--- src/rtl/adder_pkg.sv ---
// Shared operation encoding, default parameters and the checker-side reference model.
package adder_pkg;

  typedef enum logic [1:0] {
    OP_ADD  = 2'd0,
    OP_SUB  = 2'd1,
    OP_SADD = 2'd2,
    OP_SSUB = 2'd3
  } op_e;

  localparam int unsigned DEF_WIDTH  = 8;
  localparam int unsigned DEF_STAGES = 2;
  localparam int unsigned DEF_TAG_W  = 4;

  // Widest operand the reference model handles.
  localparam int unsigned MODEL_MAX_W = 32;

  typedef struct packed {
    logic                   carry;
    logic [MODEL_MAX_W-1:0] sum;
  } model_res_t;

  // Reference result for one operation at a given operand width (width <= MODEL_MAX_W).
  function automatic model_res_t adder_model(input op_e                    op,
                                             input logic [MODEL_MAX_W-1:0] a,
                                             input logic [MODEL_MAX_W-1:0] b,
                                             input logic                   cin,
                                             input int unsigned            width);
    longint unsigned lim;
    longint unsigned ua;
    longint unsigned ub;
    longint unsigned uc;
    longint unsigned r;
    logic            ovf;
    logic            unf;
    model_res_t      res;
    lim = (64'd1 << width) - 64'd1;
    ua  = 64'(a) & lim;
    ub  = 64'(b) & lim;
    uc  = 64'(cin);
    res = '0;
    r   = ua + ub + uc;
    ovf = (r > lim);
    unf = (ua < (ub + uc));
    case (op)
      OP_ADD: begin
        res.sum   = MODEL_MAX_W'(r & lim);
        res.carry = ovf;
      end
      OP_SADD: begin
        res.sum   = ovf ? MODEL_MAX_W'(lim) : MODEL_MAX_W'(r);
        res.carry = ovf;
      end
      OP_SUB: begin
        res.sum   = MODEL_MAX_W'((ua - ub - uc) & lim);
        res.carry = unf;
      end
      default: begin
        res.sum   = unf ? '0 : MODEL_MAX_W'(ua - ub - uc);
        res.carry = unf;
      end
    endcase
    return res;
  endfunction

endpackage

--- src/rtl/adder_alu.sv ---
// Combinational add/subtract core with optional saturation.
module adder_alu
  import adder_pkg::*;
#(
  parameter int unsigned WIDTH = DEF_WIDTH
) (
  input  op_e              op,
  input  logic [WIDTH-1:0] A,
  input  logic [WIDTH-1:0] B,
  input  logic             cin,
  output logic [WIDTH-1:0] sum,
  output logic             carry
);

  localparam int unsigned RW = WIDTH + 1;

  logic [RW-1:0] r_add_c;
  logic [RW-1:0] r_sub_c;

  // Extended-width sum and difference; the top bit is carry-out or borrow-out.
  always_comb begin
    r_add_c = {1'b0, A} + {1'b0, B} + RW'(cin);
    r_sub_c = {1'b0, A} - {1'b0, B} - RW'(cin);
  end

  // Select the result for the requested operation, clamping in saturating modes.
  always_comb begin
    sum   = '0;
    carry = 1'b0;
    case (op)
      OP_ADD: begin
        sum   = r_add_c[WIDTH-1:0];
        carry = r_add_c[WIDTH];
      end
      OP_SUB: begin
        sum   = r_sub_c[WIDTH-1:0];
        carry = r_sub_c[WIDTH];
      end
      OP_SADD: begin
        sum   = r_add_c[WIDTH] ? '1 : r_add_c[WIDTH-1:0];
        carry = r_add_c[WIDTH];
      end
      OP_SSUB: begin
        sum   = r_sub_c[WIDTH] ? '0 : r_sub_c[WIDTH-1:0];
        carry = r_sub_c[WIDTH];
      end
      default: begin
        sum   = r_add_c[WIDTH-1:0];
        carry = r_add_c[WIDTH];
      end
    endcase
  end

endmodule

--- src/rtl/pipelined_adder.sv ---
// Pipelined adder with valid/ready handshake, full backpressure and tag pass-through.
module pipelined_adder
  import adder_pkg::*;
#(
  parameter int unsigned WIDTH  = DEF_WIDTH,
  parameter int unsigned STAGES = DEF_STAGES,
  parameter int unsigned TAG_W  = DEF_TAG_W
) (
  input  logic             clk,
  input  logic             rst,
  input  logic             in_valid,
  output logic             in_ready,
  input  op_e              op,
  input  logic [WIDTH-1:0] A,
  input  logic [WIDTH-1:0] B,
  input  logic             cin,
  input  logic [TAG_W-1:0] in_tag,
  output logic             out_valid,
  input  logic             out_ready,
  output logic [WIDTH-1:0] sum,
  output logic             carry,
  output logic [TAG_W-1:0] out_tag
);

  logic             adv_c;
  logic [WIDTH-1:0] alu_sum_c;
  logic             alu_carry_c;

  logic             valid_q [STAGES];
  logic             valid_d [STAGES];
  logic [WIDTH-1:0] sum_q   [STAGES];
  logic [WIDTH-1:0] sum_d   [STAGES];
  logic             carry_q [STAGES];
  logic             carry_d [STAGES];
  logic [TAG_W-1:0] tag_q   [STAGES];
  logic [TAG_W-1:0] tag_d   [STAGES];

  adder_alu #(.WIDTH(WIDTH)) u_alu (
    .op    (op),
    .A     (A),
    .B     (B),
    .cin   (cin),
    .sum   (alu_sum_c),
    .carry (alu_carry_c)
  );

  // Whole pipeline moves unless the output beat is stuck waiting for the consumer.
  always_comb begin
    adv_c    = out_ready | ~out_valid;
    in_ready = adv_c;
  end

  // Next-state: stage 0 captures the ALU result, later stages copy their predecessor.
  // Payload registers only load on a valid beat so bubbles leave the last result visible.
  always_comb begin
    valid_d = valid_q;
    sum_d   = sum_q;
    carry_d = carry_q;
    tag_d   = tag_q;
    if (adv_c) begin
      valid_d[0] = in_valid;
      if (in_valid) begin
        sum_d[0]   = alu_sum_c;
        carry_d[0] = alu_carry_c;
        tag_d[0]   = in_tag;
      end
      for (int i = 1; i < int'(STAGES); i++) begin
        valid_d[i] = valid_q[i-1];
        if (valid_q[i-1]) begin
          sum_d[i]   = sum_q[i-1];
          carry_d[i] = carry_q[i-1];
          tag_d[i]   = tag_q[i-1];
        end
      end
    end
  end

  // Stage registers; reset flushes every in-flight beat and clears the payload.
  always_ff @(posedge clk) begin
    if (rst) begin
      valid_q <= '{default: 1'b0};
      sum_q   <= '{default: '0};
      carry_q <= '{default: 1'b0};
      tag_q   <= '{default: '0};
    end else begin
      valid_q <= valid_d;
      sum_q   <= sum_d;
      carry_q <= carry_d;
      tag_q   <= tag_d;
    end
  end

  assign out_valid = valid_q[STAGES-1];
  assign sum       = sum_q[STAGES-1];
  assign carry     = carry_q[STAGES-1];
  assign out_tag   = tag_q[STAGES-1];

endmodule

--- config.mk ---
export PLATFORM = sky130hd
export DESIGN_NAME = pipelined_adder
export DESIGN_NICKNAME = d
export VERILOG_FILES = /design/src/rtl/adder_pkg.sv /design/src/rtl/adder_alu.sv /design/src/rtl/pipelined_adder.sv
export SDC_FILE = /design/constraint.sdc
export NUM_CORES = 1
export LEC_CHECK = 0
export CORE_MARGIN = 3
export CORE_UTILIZATION = 45
export DETAILED_ROUTE_END_ITERATION = 10
export PLACE_DENSITY_LB_ADDON = 0.2
export SLEW_MARGIN = 20
export SYNTH_ARGS = -nofsm -noshare
export SYNTH_HDL_FRONTEND = slang
export SYNTH_SLANG_ARGS = --single-unit
--- constraint.sdc ---
create_clock -name clk -period 2.2 [get_ports clk]
set_clock_uncertainty 0.05 [all_clocks]
set_input_delay 0.33 -clock clk [delete_from_list [all_inputs] [get_ports clk]]
set_output_delay 0.33 -clock clk [all_outputs]
set_load 0.02 [all_outputs]
==> flow_metrics.env <==
export IMPL_synth_warnings=0
export IMPL_synth_area_leaders="sky130_fd_sc_hd__dfxtp_1, sky130_fd_sc_hd__ha_1, sky130_fd_sc_hd__nand2_1"
export IMPL_overall_power_consumption_mw=1.547
export IMPL_final_setup_vio_count=0
export IMPL_dp_hpwl_mm=3.848
export IMPL_initialDrtViolationCount=124
export IMPL_timing_max_cap_violations=0
export IMPL_placed_cells_incl_taps=384
export IMPL_synth_edff_count=0
export IMPL_num_io_pins=42
export IMPL_fillCellCount=359
export IMPL_leakagePower_nw=1.278
export IMPL_synth_most_common_cell="sky130_fd_sc_hd__nand2_1"
export IMPL_number_of_buffers_inserted_during_clock_tree_synthesis=3
export IMPL_dominantRegCellSynth="sky130_fd_sc_hd__dfxtp_1"
export IMPL_crit_reg2reg_capture="sum_q[11]"
export IMPL_die_area_sq_um=5421
export IMPL_drive_above_1_share_pct=31.09
export IMPL_grt_use_met1_pct=22.97
export IMPL_synth_top_area_share_pct=27.23
export IMPL_run_status="completed"
export IMPL_synthToLayoutAreaGrowth_pct=47.78
export IMPL_synth_cells=265
export IMPL_detail_route_wirelength_mm=5.074
export IMPL_finalMaxSlewViolations=0
export IMPL_antenna_violating_nets_post_route=0
export IMPL_synth_ff_latch_count=28
export IMPL_clk_pin_slew_worst_paths_ns=0.10
export IMPL_post_synth_cell_area_avg_sq_um=7.767
export IMPL_irDropWorstVdd_mv=0.2433
export IMPL_crit_arrival_ns=2.27
export IMPL_grt_overflow_total=0
export IMPL_fraction_of_the_yosys_area_taken_by_sequential_cells_pct=27.23
export IMPL_die_height_um=73.63
export IMPL_power_density_nw_per_um2=508.6
export IMPL_post_drt_wl_per_cell_um=12.98
export IMPL_worst_hold_path_type="reg2reg"
export IMPL_worst_path_max_fanout=3
export IMPL_cp_endpoint="sum_q[8]"
export IMPL_tritoncts="yes"
export IMPL_worst_r2r_setup_slack_ns=0.76
export IMPL_grt_util_met3_pct=2.052
export IMPL_clkSinkCount=28
export IMPL_critPathRequiredTime_ns=2.35
export IMPL_cts_path_max_buffers=2
export IMPL_ff2ff_path_depth=5
export IMPL_first_global_vias=2027
export IMPL_initial_antenna_violation_count=0
export IMPL_grt_pass1_wl_mm=8.335
export IMPL_timing_fmax_mhz=472.6
export IMPL_area_taken_by_multi_input_logic_gates_sq_um=1489
export IMPL_r2r_start="out_valid"
export IMPL_grt_start_max_net_pins=17
export IMPL_drt_pass1_iter_count=4
export IMPL_core_area_sq_um=4202
export IMPL_die_w_um=73.63
export IMPL_final_nets=394
export IMPL_antennaDiodeCount=0
export IMPL_whs_ns=0.4059
export IMPL_instances_no_fill=391
export IMPL_global_route_usage_total_pct=19.15
export IMPL_finalCriticalPeriod_ns=2.116
export IMPL_clock_insertion_delay_at_the_later_pin_of_the_skew_report_ns=0.27
export IMPL_final_min_period_over_clock_period_pct=96.18
export IMPL_post_synth_top_area_cell="sky130_fd_sc_hd__dfxtp_1"
export IMPL_number_of_hold_repair_buffers_added_at_the_cts_stage=0
export IMPL_htreeDepth=1
export IMPL_met2_track_demand_over_resource_pct=35.53
export IMPL_seq_area_sq_um=560.5
export IMPL_worst_setup_path_type="in2reg"
export IMPL_slew_headroom_pct=70.65
export IMPL_route_detailed_drc=0
export IMPL_worst_pin_slew_ns=0.4402
export IMPL_viasPerCell=5.097
export IMPL_startpoint="B[1]"
export IMPL_synthesis_nets=317
export IMPL_io_buffer_count=41
export IMPL_nature_of_the_critical_path_startpoint="input pin"
export IMPL_yosys_cell_types_count=39
export IMPL_initial_core_util_pct=48.99
export IMPL_cts_root_buffer="sky130_fd_sc_hd__clkbuf_8"
export IMPL_core_rows=23
export IMPL_synth_common_cells="sky130_fd_sc_hd__nand2_1, sky130_fd_sc_hd__a21oi_1, sky130_fd_sc_hd__dfxtp_1"
export IMPL_grt_busiest_layer="met2"
export IMPL_gp_congestion=0.8663
export IMPL_synthArstFlopShare_pct=0
export IMPL_utilization_pct=72.39
export IMPL_timing_hold_violations_final=0
export IMPL_crit_path_capture_type="register"
export IMPL_route_vias_total=1993
export IMPL_post_synthesis_cell_area_sq_um=2058
==> placed cells by master, fill, tap and decap left out, drive strengths merged, types with 2 or more instances in the layout <==
master and instances:
buf 54, nand2 45, a21oi 31, dfxtp 28, inv 26, clkdlybuf4s50 24, ha 21, o21ai 11
a31oi 10, dlygate4sd2 10, nor2 8, xnor2 7, nand3 6, clkbuf 6, nand2b 5, or3 4
xor2 4, fa 4, o31ai 4, o211ai 3, nor3 3, nor2b 3, or2 3, or2b 2
a21o 2, and2 2, a211oi 2
==> final cells by class <==
class	count	share of cell area, %
Clock buffer	4	1.810
Sequential cell	28	18.43
Inverter	26	3.209
Timing Repair Buffer	92	25.55
Multi-Input combinational cell	191	48.95
Tap cell	50	2.057
==> routing by layer <==
layer / vias to the layer above / share of wire [%]
met5: - / 0
met4: 0 / 1.3
met3: 8 / 2.7
met2: 40 / 53
met1: 908 / 43
li1: 1037 / -
==> what timing repair did <==
| action | in CTS | in global routing |
|---|---|---|
| pin swaps | 25 | 20 |
| endpoints found under the setup margin | 9 | 9 |
| resized for setup | 61 | 20 |
| setup buffers | 2 | 2 |
| cloned | 0 | 0 |
==> report_power, final <==
| part | switching (mW) | leakage (nW) | internal [mW] |
|---|---|---|---|
| logic | 0.328 | 1.02 | 0.353 |
| registers | 0.0168 | 0.229 | 0.540 |
| clock network | 0.150 | 0.0288 | 0.160 |
| total | 0.495 | 1.28 | 1.05 |
==> metrics by stage <==
stage	cell area (sq um)	setup TNS, ns	worst slack (ns)
2_1_floorplan	2072	0	0.01181
3_3_place_gp	2784	-5.538	-0.6432
3_5_place_dp	2784	-6.034	-0.7213
4_1_cts	2972	0	0.01223
5_1_grt	3042	-0.1171	-0.03400
6_report	3042	0	0.08408
==> flip-flops by register name, indices dropped and copies added, names as in the netlist <==
name / cells
sum_q: 8
tag_q: 4
carry_q: 1
out_tag: 4
out_valid: 1
sum: 8
valid_q: 1
carry: 1
==> logic make-up (layout without fill, tap and decap cells) <==
group / Yosys count / in the layout / synth area share (%)
and+or+nand+nor: 84 / 84 / 18.72
AOI/OAI and AO/OA: 70 / 70 / 21.58
buffers and inverters: 46 / 122 / 10.64
DFF: 28 / 28 / 27.23
adders and majority gates: 25 / 25 / 16.66
xor gates and xnor gates: 11 / 11 / 4.681
muxes: 1 / 1 / 0.4863
==> worst min-delay path by stage <==
stage	from	endpoint	slack, ns	cells after the start
2_1_floorplan	sum_q[11]	sum[3]	0.38	2
3_5_place_dp	sum_q[11]	sum[3]	0.39	2
6_report	sum[2]	sum[2]	0.41	2
3_3_place_gp	carry_q[1]	carry	0.39	2
5_1_grt	carry_q[1]	carry	0.43	2
4_1_cts	sum[1]	sum[1]	0.41	2
==> worst max-delay path: stages <==
cell	delay [ns]
sky130_fd_sc_hd__clkdlybuf4s15_1	0.24
sky130_fd_sc_hd__inv_2	0.07
sky130_fd_sc_hd__fa_2	0.39
sky130_fd_sc_hd__or2_4	0.25
sky130_fd_sc_hd__a221oi_4	0.28
sky130_fd_sc_hd__o211ai_1	0.24
sky130_fd_sc_hd__a211oi_2	0.28
sky130_fd_sc_hd__a21oi_1	0.06
sky130_fd_sc_hd__a21oi_1	0.14
Note: power is estimated with default switching activity, not from simulation.
